**src/rtl/fetch_queue_unit.sv**
```systemverilog
// fetch_queue_unit
//   Decoupled instruction-fetch front end. Holds the fetch PC, issues one
//   request per cycle to a synchronous instruction memory with a fixed
//   1-cycle read latency, buffers returned words together with their PC in a
//   DEPTH-entry FIFO, and hands them to decode over a valid/ready handshake.
//   A redirect flushes every buffered and in-flight fetch and restarts
//   fetching at the new (word-aligned) PC.
//
// Ports
//   clk          rising-edge clock
//   rst_n        asynchronous active-low reset
//   imem_req     fetch request this cycle
//   imem_addr    fetch address (current fetch PC)
//   imem_rdata   instruction word, valid the cycle after an accepted request
//   redirect     flush and restart fetch at redirect_pc
//   redirect_pc  new fetch PC, bits [1:0] ignored
//   out_valid    FIFO head valid
//   out_ready    decode accepts the head entry
//   out_instr    head instruction (0 when empty)
//   out_pc       PC of head instruction (0 when empty)
//   fifo_count   occupied FIFO entries
module fetch_queue_unit #(
    parameter int unsigned       DATA_W   = 32,
    parameter int unsigned       ADDR_W   = 32,
    parameter int unsigned       DEPTH    = 4,
    parameter logic [ADDR_W-1:0] RESET_PC = '0,
    parameter int unsigned       PC_STEP  = 4
) (
    input  logic                     clk,
    input  logic                     rst_n,
    output logic                     imem_req,
    output logic [ADDR_W-1:0]        imem_addr,
    input  logic [DATA_W-1:0]        imem_rdata,
    input  logic                     redirect,
    input  logic [ADDR_W-1:0]        redirect_pc,
    output logic                     out_valid,
    input  logic                     out_ready,
    output logic [DATA_W-1:0]        out_instr,
    output logic [ADDR_W-1:0]        out_pc,
    output logic [$clog2(DEPTH):0]   fifo_count
);

    localparam int unsigned PTR_W = $clog2(DEPTH);
    localparam int unsigned CNT_W = PTR_W + 1;

    logic [ADDR_W-1:0] fetch_pc_q,    fetch_pc_d;
    logic              inflight_q,    inflight_d;
    logic [ADDR_W-1:0] inflight_pc_q, inflight_pc_d;
    logic [PTR_W-1:0]  rd_ptr_q,      rd_ptr_d;
    logic [PTR_W-1:0]  wr_ptr_q,      wr_ptr_d;
    logic [CNT_W-1:0]  count_q,       count_d;

    logic [DATA_W-1:0] instr_mem_q [DEPTH];
    logic [ADDR_W-1:0] pc_mem_q    [DEPTH];

    logic [CNT_W:0]    occupancy;
    logic              credit_ok;
    logic              not_empty;
    logic              push;
    logic              pop;
    logic              unused_redirect_lsb;

    assign unused_redirect_lsb = ^redirect_pc[1:0];

    // Entries already buffered plus the one that may still be returning must
    // leave room; a pop in the same cycle is deliberately not credited so the
    // issue decision never depends on out_ready.
    assign occupancy = {1'b0, count_q} + (CNT_W+1)'(inflight_q);
    assign credit_ok = occupancy < (CNT_W+1)'(DEPTH);

    // Qualified with rst_n so no request is seen while reset is held.
    assign imem_req  = rst_n && !redirect && credit_ok;
    assign imem_addr = fetch_pc_q;

    assign not_empty  = (count_q != '0);
    assign out_valid  = not_empty && !redirect;
    assign out_instr  = not_empty ? instr_mem_q[rd_ptr_q] : '0;
    assign out_pc     = not_empty ? pc_mem_q[rd_ptr_q]    : '0;
    assign fifo_count = count_q;

    // A response returning in a redirect cycle belongs to the old stream.
    assign push = inflight_q && !redirect;
    assign pop  = out_valid && out_ready;

    always_comb begin
        fetch_pc_d    = fetch_pc_q;
        inflight_d    = inflight_q;
        inflight_pc_d = inflight_pc_q;
        rd_ptr_d      = rd_ptr_q;
        wr_ptr_d      = wr_ptr_q;
        count_d       = count_q;

        if (redirect) begin
            fetch_pc_d = {redirect_pc[ADDR_W-1:2], 2'b00};
            inflight_d = 1'b0;
            rd_ptr_d   = '0;
            wr_ptr_d   = '0;
            count_d    = '0;
        end else begin
            inflight_d = imem_req;
            if (imem_req) begin
                inflight_pc_d = fetch_pc_q;
                fetch_pc_d    = fetch_pc_q + ADDR_W'(PC_STEP);
            end
            if (push) wr_ptr_d = wr_ptr_q + PTR_W'(1);
            if (pop)  rd_ptr_d = rd_ptr_q + PTR_W'(1);
            case ({push, pop})
                2'b10:   count_d = count_q + CNT_W'(1);
                2'b01:   count_d = count_q - CNT_W'(1);
                default: count_d = count_q;
            endcase
        end
    end

    always_ff @(posedge clk or negedge rst_n) begin
        if (!rst_n) begin
            fetch_pc_q    <= RESET_PC;
            inflight_q    <= 1'b0;
            inflight_pc_q <= '0;
            rd_ptr_q      <= '0;
            wr_ptr_q      <= '0;
            count_q       <= '0;
        end else begin
            fetch_pc_q    <= fetch_pc_d;
            inflight_q    <= inflight_d;
            inflight_pc_q <= inflight_pc_d;
            rd_ptr_q      <= rd_ptr_d;
            wr_ptr_q      <= wr_ptr_d;
            count_q       <= count_d;
        end
    end

    // Storage is never read while count is 0, so it needs no reset.
    always_ff @(posedge clk) begin
        if (push) begin
            instr_mem_q[wr_ptr_q] <= imem_rdata;
            pc_mem_q[wr_ptr_q]    <= inflight_pc_q;
        end
    end

endmodule

```
**config.mk**
```make
export PLATFORM = sky130hd
export DESIGN_NAME = fetch_queue_unit
export DESIGN_NICKNAME = d
export VERILOG_FILES = /design/src/rtl/fetch_queue_unit.sv
export SDC_FILE = /design/constraint.sdc
export NUM_CORES = 1
export LEC_CHECK = 0
export CORE_ASPECT_RATIO = 1.1
export CORE_MARGIN = 2
export CORE_UTILIZATION = 53
export CTS_CLUSTER_DIAMETER = 50
export CTS_CLUSTER_SIZE = 8
export DETAILED_ROUTE_END_ITERATION = 10
export PLACE_DENSITY = 0.77
export SLEW_MARGIN = 30
export SYNTH_ARGS = -nofsm -noshare
export SYNTH_HDL_FRONTEND = slang
export SYNTH_SLANG_ARGS = --single-unit
```
**constraint.sdc**
```tcl
create_clock -name clk -period 4 [get_ports clk]
set_input_delay 0.8 -clock clk [delete_from_list [all_inputs] [get_ports clk]]
set_output_delay 0.8 -clock clk [all_outputs]
set_load 0.02 [all_outputs]
```
==> impl_metrics.env, run 1 <==
export IMPL_r2r_start="imem_addr[2]"
export IMPL_clock_sinks=316
export IMPL_synth_top_area_share_pct=57.6
export IMPL_synthArstFlopShare_pct=21.5
export IMPL_met2_usage_pct=34.9
export IMPL_rrSetupSlack_ns=1.53
export IMPL_cts_buffers=45
export IMPL_maxCapViolations=0
export IMPL_synth_area_leaders="edfxtp_1 (58%), dfrtp_1 (13%), mux4_2 (11%), nand2_1 (3.2%), nor2b_1 (3.1%)"
export IMPL_maxClockFrequency_ghz=0.272
export IMPL_htreeDepth=2
export IMPL_hold_buffers=0
export IMPL_syn_area_mm2=0.0129
export IMPL_chipWidth_um=153
export IMPL_met3_usage_pct=3.89
export IMPL_crit_arrival_ns=2.88
export IMPL_fin_crit_sh_pct=92.0
export IMPL_r2r_end="imem_addr[22]"
export IMPL_antennaDiodeCount=0
export IMPL_area_growth_syn_to_layout_pct=25.3
export IMPL_num_rows=59
export IMPL_synth_main_ff_cell="edfxtp_1"
export IMPL_fin_setup_tns_ns=0
export IMPL_drcViolationCount=0
export IMPL_dr_total_vias=7577
export IMPL_fin_hold_ws_ns=0.408
export IMPL_slew_viol_final=0
export IMPL_synth_top_area_cell="edfxtp_1"
export IMPL_cellPowerDensity_mw_per_mm2=568
export IMPL_top_usage_layer="met2"
export IMPL_setup_worst_path_start="rd_ptr_q[0]"
export IMPL_yosys_warnings=0
export IMPL_cts_root_buf="clkbuf_16"
export IMPL_grt_use_total_pct=21.0
export IMPL_grt_max_degree=65
export IMPL_clockBufferDepth=3
export IMPL_worst_slew_margin_rel_pct=47.3
export IMPL_postCtsResizedCells=0
export IMPL_gp_congestion=0.855
export IMPL_clk_pin_slew_ns=0.05
export IMPL_critPathLaunchType="flop"
export IMPL_antenna_found_initial=0
export IMPL_portBuffers=162
export IMPL_clkLatencyLatePin_ns=0.53
export IMPL_ioPinCount=169
export IMPL_ys_ff_latch=316
export IMPL_layout_drive_gt1_share_pct=15.2
export IMPL_syn_area_per_cell_um2=16.3
export IMPL_final_util_pct=67.9
export IMPL_postCtsSetupBuffers=0
export IMPL_synth_edff_count=248
export IMPL_setup_viol=0
export IMPL_dr_pass1_iters=5
export IMPL_required_ns=3.20
export IMPL_dpl_hpwl_um=16000
export IMPL_yosysSeqAreaShare_pct=70.8
export IMPL_path_max_fanout=18
export IMPL_cp_end_kind="primary output"
export IMPL_floorplan_die_height_um=168
export IMPL_rr_worst_depth=5
export IMPL_grt_ovfl_total=0
export IMPL_rsz0062_at_grt="false"
export IMPL_ir_drop_uv=335
export IMPL_grt_use_met1_pct=28.8
export IMPL_yosysMostFrequentCell="edfxtp_1"
export IMPL_worst_slew_pin_slew_ns=0.784
export IMPL_synthesis_instances=791
export IMPL_grt_pass1_wl_um=42500
export IMPL_p_leak_nw=5.55
export IMPL_drt_iter0_drc=562
export IMPL_wire_per_inst_um=20.4
export IMPL_hold_path_class="primary input to asynchronous set/reset pin"
export IMPL_clock_skew_ns=0.0160
export IMPL_synth_distinct_cells=57
export IMPL_grt_pass1_vias=7914
export IMPL_finalNetCount=1048
export IMPL_crit_type="flop to primary output"
export IMPL_hold_viol=0
export IMPL_vias_per_cell=5.83
export IMPL_tritoncts="yes"
export IMPL_synthTopCellsByCount="edfxtp_1 (248), nand2_1 (110), dfrtp_1 (68), nor2b_1 (65), mux4_2 (62)"
export IMPL_outcome="complete, no violations"
export IMPL_start_util_pct=54.2
export IMPL_wl_um=26500
export IMPL_ant_nets=0
export IMPL_min_period_ns=3.68
export IMPL_die_area_mm2=0.0257
export IMPL_core_area_mm2=0.0238
==> through the flow <==
| stage | power [mW] | worst slack [ns] | instance area, µm² | std cells |
|---|---|---|---|---|
| 4_1_cts | 9.32 | 0.216 | 16200 | 1299 |
| 3_3_place_gp | 5.92 | 0.827 | 14900 | 1232 |
| 2_1_floorplan | 5.10 | 0.958 | 12900 | 794 |
| 6_report | 9.21 | 0.320 | 16200 | 1299 |
| 3_5_place_dp | 5.95 | 0.810 | 14900 | 1232 |
| 5_1_grt | 9.57 | 0.160 | 16200 | 1299 |
==> registers in the layout, summed over array words and instances, names as in the netlist <==
register and cells:
fifo_count 3, imem_addr 30, inflight_pc_q 30, inflight_q 1
instr_mem_q 128, pc_mem_q 120, rd_ptr_q 2, wr_ptr_q 2
==> where the power goes <==
part	switching, mW	internal, mW	total (mW)
registers	0.246	3.81	4.06
logic	0.912	0.898	1.81
clock network	1.26	2.08	3.34
total	2.41	6.79	9.21
==> routing by layer <==
| layer | vias up | wire (µm) |
|---|---|---|
| met1 | 3786 | 11100 |
| met5 | - | 0 |
| met2 | 322 | 13200 |
| met4 | 0 | 622 |
| met3 | 49 | 1610 |
| li1 | 3420 | - |
==> worst max-delay path by stage <==
stage	depth (start not counted)	slack, ns	endpoint
2_1_floorplan	3	0.96	instr_mem_q[0][0]
3_3_place_gp	4	0.83	out_instr[0]
3_5_place_dp	4	0.81	out_instr[0]
4_1_cts	4	0.22	out_instr[0]
5_1_grt	4	0.16	out_instr[0]
6_report	4	0.32	out_instr[0]
==> layout make-up <==
cell class	instances	area, µm²
sequential	316	9150
fill	1619	7650
multi-input combinational	417	3530
timing repair buffer	182	1820
clock buffer	64	1220
tap	305	382
inverter	12	45.0
clock inverter	3	41.3
==> critical path: stages, from the launching register on <==
cell,delay (ns)
dfrtp_4,0.70
buf_4,0.38
mux4_2,0.55
nor2b_1,0.15
clkdlybuf4s50_1,0.57
==> kinds of logic (layout without fill, tap and decap cells) <==
logic type / Yosys count / after routing / share of synthesized area [%]
flops: 316 / 316 / 70.8
simple gates: 265 / 265 / 10.7
buf+inv: 61 / 261 / 2.11
fa+ha+maj: 6 / 6 / 0.639
compound gates: 66 / 66 / 3.92
mux: 71 / 71 / 11.5
other cells: 1 / 4 / 0.0290
xor+xnor: 5 / 5 / 0.339
==> cell usage in the layout, fill, tap and decap left out, drive strengths merged, types with 3 or more instances in the layout <==
master / count
nor3: 9
nor2b: 65
nand3: 20
ha: 5
mux4: 62
edfxtp: 248
clkbuf: 64
and2: 6
mux2i: 9
buf: 22
inv: 13
and3: 3
dfrtp: 68
a21oi: 4
nor4: 7
nor2: 10
nand2b: 4
a22oi: 6
and4: 3
conb: 4
xnor2: 5
o311ai: 25
nand2: 110
nand4: 10
o211ai: 7
a31oi: 3
o21ai: 7
clkdlybuf4s50: 160
or3: 3
or4: 8
Power figures use the tool's default switching activity.
==> run 2: changes to the inputs <==
--- a/config.mk
+++ b/config.mk
@@ -5,6 +5,7 @@
 export SDC_FILE = /design/constraint.sdc
 export NUM_CORES = 1
 export LEC_CHECK = 0
+export CAP_MARGIN = 20
 export CORE_ASPECT_RATIO = 1.1
 export CORE_MARGIN = 2
 export CORE_UTILIZATION = 53
@@ -16,3 +17,4 @@
 export SYNTH_ARGS = -nofsm -noshare
 export SYNTH_HDL_FRONTEND = slang
 export SYNTH_SLANG_ARGS = --single-unit
+export TNS_END_PERCENT = 5
==> results of run 2 <==
Final layout, timing and power as in run 1 (identical DEF).
==> run 3: changes to the inputs <==
==> constraint.sdc (replaced) <==
create_clock -name clk -period 3.65 [get_ports clk]
set_input_delay 0.73 -clock clk [delete_from_list [all_inputs] [get_ports clk]]
set_output_delay 0.73 -clock clk [all_outputs]
set_load 0.02 [all_outputs]
==> impl_metrics.env, run 3 (synthesis gave the netlist of run 1 again) <==
export IMPL_drcViolationCount=0
export IMPL_final_cell_mix="edfxtp_1 (248), clkdlybuf4s50_1 (160), nand2_1 (110)"
export IMPL_dp_cells=1233
export IMPL_slew_viol_final=0
export IMPL_cp_slowest_cell="dfrtp_2"
export IMPL_power_share_clock_pct=37.1
export IMPL_p_comb_share_pct=19.8
export IMPL_crit_type="flop to primary output"
export IMPL_maxClockFrequency_ghz=0.292
export IMPL_p_leak_nw=5.58
export IMPL_grt_ovfl_total=0
export IMPL_top_usage_layer="met2"
export IMPL_rr_worst_depth=5
export IMPL_fin_setup_tns_ns=0
export IMPL_swShare_pct=26.1
export IMPL_antennaDiodeCount=0
export IMPL_stdcell_count=1303
export IMPL_crit_arrival_ns=2.69
export IMPL_wl_um=27700
export IMPL_r2r_end="imem_addr[14]"
export IMPL_hold_path_class="primary input to asynchronous set/reset pin"
export IMPL_required_ns=2.92
export IMPL_grt_use_met1_pct=31.1
export IMPL_start_util_pct=54.2
export IMPL_antenna_found_initial=0
export IMPL_dr_pass1_iters=5
export IMPL_grt_max_degree=64
export IMPL_seqCellArea_mm2=0.00915
export IMPL_fill_cells=1574
export IMPL_cellPowerDensity_mw_per_mm2=631
export IMPL_dpl_hpwl_um=16600
export IMPL_clockBufferDepth=3
export IMPL_cts_buffers=46
export IMPL_ir_drop_uv=329
export IMPL_clock_sinks=316
export IMPL_ioPinCount=169
export IMPL_switchingPower_mw=2.67
export IMPL_finalNetCount=1050
export IMPL_setup_worst_path_start="rd_ptr_q[1]"
export IMPL_worst_slew_pin_slew_ns=0.861
export IMPL_hold_viol=0
export IMPL_tritoncts="yes"
export IMPL_ant_nets=0
export IMPL_postCtsResizedCells=0
export IMPL_vias_per_cell=5.90
export IMPL_critPathLaunchType="flop"
export IMPL_final_common_cell="edfxtp_1"
export IMPL_clk_pin_slew_ns=0.05
export IMPL_drt_iter0_drc=734
export IMPL_sequentialPowerShare_pct=43.0
export IMPL_gp_congestion=0.829
export IMPL_cp_end_kind="primary output"
export IMPL_layout_drive_gt1_share_pct=15.3
export IMPL_top_regs="instr_mem_q: 128 flops, pc_mem_q: 120 flops"
export IMPL_largest_reg_flops=128
export IMPL_cts_root_buf="clkbuf_16"
export IMPL_total_power_mw=10.3
export IMPL_grt_pass1_wl_um=44100
export IMPL_chipWidth_um=153
export IMPL_postCtsSetupBuffers=0
export IMPL_fin_crit_sh_pct=93.7
export IMPL_core_area_mm2=0.0238
export IMPL_dr_total_vias=7690
export IMPL_regMostFlops="instr_mem_q"
export IMPL_multi_input_area_mm2=0.00353
export IMPL_wire_per_inst_um=21.3
export IMPL_met3_usage_pct=3.78
export IMPL_setup_viol=0
export IMPL_met2_usage_pct=36.3
export IMPL_outcome="complete, no violations"
export IMPL_clock_skew_ns=0.0190
export IMPL_clkLatencyLatePin_ns=0.53
export IMPL_intPower_mw=7.59
export IMPL_num_rows=59
export IMPL_min_period_ns=3.42
export IMPL_area_growth_syn_to_layout_pct=25.8
export IMPL_path_max_fanout=24
export IMPL_max_stage_delay_ns=0.79
export IMPL_grt_pass1_vias=7871
export IMPL_htreeDepth=2
export IMPL_rrSetupSlack_ns=1.20
export IMPL_fin_hold_ws_ns=0.263
export IMPL_grt_use_total_pct=22.1
export IMPL_critical_path_top_delay_family="buffers and inverters"
export IMPL_die_area_mm2=0.0257
export IMPL_rsz0062_at_grt="false"
export IMPL_portBuffers=162
export IMPL_cp_cell_sequence="buf_4 -> mux4_2 -> nor2b_1 -> clkdlybuf4s50_1"
export IMPL_path_buf_inv=2
export IMPL_r2r_start="imem_addr[3]"
export IMPL_floorplan_die_height_um=168
export IMPL_maxCapViolations=0
export IMPL_worst_slew_margin_rel_pct=42.1
export IMPL_final_util_pct=68.2
export IMPL_hold_buffers=0
-- run 3: cell count changes in the layout (fill, tap and decap cells not counted) --
cell	previous run	this run
buf_4	15	16
clkbuf_1	17	19
clkbuf_16	45	49
clkbuf_8	2	1
clkinv_4	0	1
clkinv_8	2	0
inv_6	1	0
-- run 3: metrics by stage --
step / instance area (µm²) / worst slack, ns
after floorplan: 12900 / 0.678
after global placement: 14900 / 0.758
after detailed placement: 14900 / 0.745
after CTS: 16300 / 0.179
after global routing: 16300 / 0.130
final: 16300 / 0.229
-- run 3: metal layers --
metal | share of wire [%] | vias to the layer above
met4 | 1.7 | 0
met3 | 6.6 | 41
li1 | - | 3428
met1 | 42 | 3876
met5 | 0 | -
met2 | 49 | 345
-- run 3: how the worst max path moves through the flow --
stage	end	slack (ns)	cells past startpoint
after floorplan	instr_mem_q[0][0]	0.68	3
after global placement	out_pc[23]	0.76	4
after detailed placement	out_pc[23]	0.75	4
after CTS	out_pc[23]	0.18	4
after global routing	out_pc[23]	0.13	4
final	out_pc[28]	0.23	4
-- run 3: area by class of cell --
| cell class | count | area share, % |
|---|---|---|
| flip-flops and latches | 316 | 56.3 |
| multi-input cells | 417 | 21.7 |
| repair buffers | 183 | 11.3 |
| clock buffers | 69 | 8.06 |
| well taps | 305 | 2.35 |
| inverters | 12 | 0.277 |
| clock inverters | 1 | 0.0538 |
-- run 3: worst reg2reg max path, stage by stage (launching register included) --
cell,delay (ns)
dfrtp_1,0.49
ha_1,0.25
nand3_1,0.18
or4_1,0.78
o311ai_0,0.38
o311ai_0,0.21
-- run 3: power by group through the flow --
stage	clock network [mW]	logic (mW)	registers, mW
3_3_place_gp	0	2.03	4.45
3_5_place_dp	0	2.06	4.47
4_1_cts	3.87	2.07	4.41
6_report	3.81	2.03	4.42
5_1_grt	4.04	2.18	4.45
2_1_floorplan	0	1.16	4.43
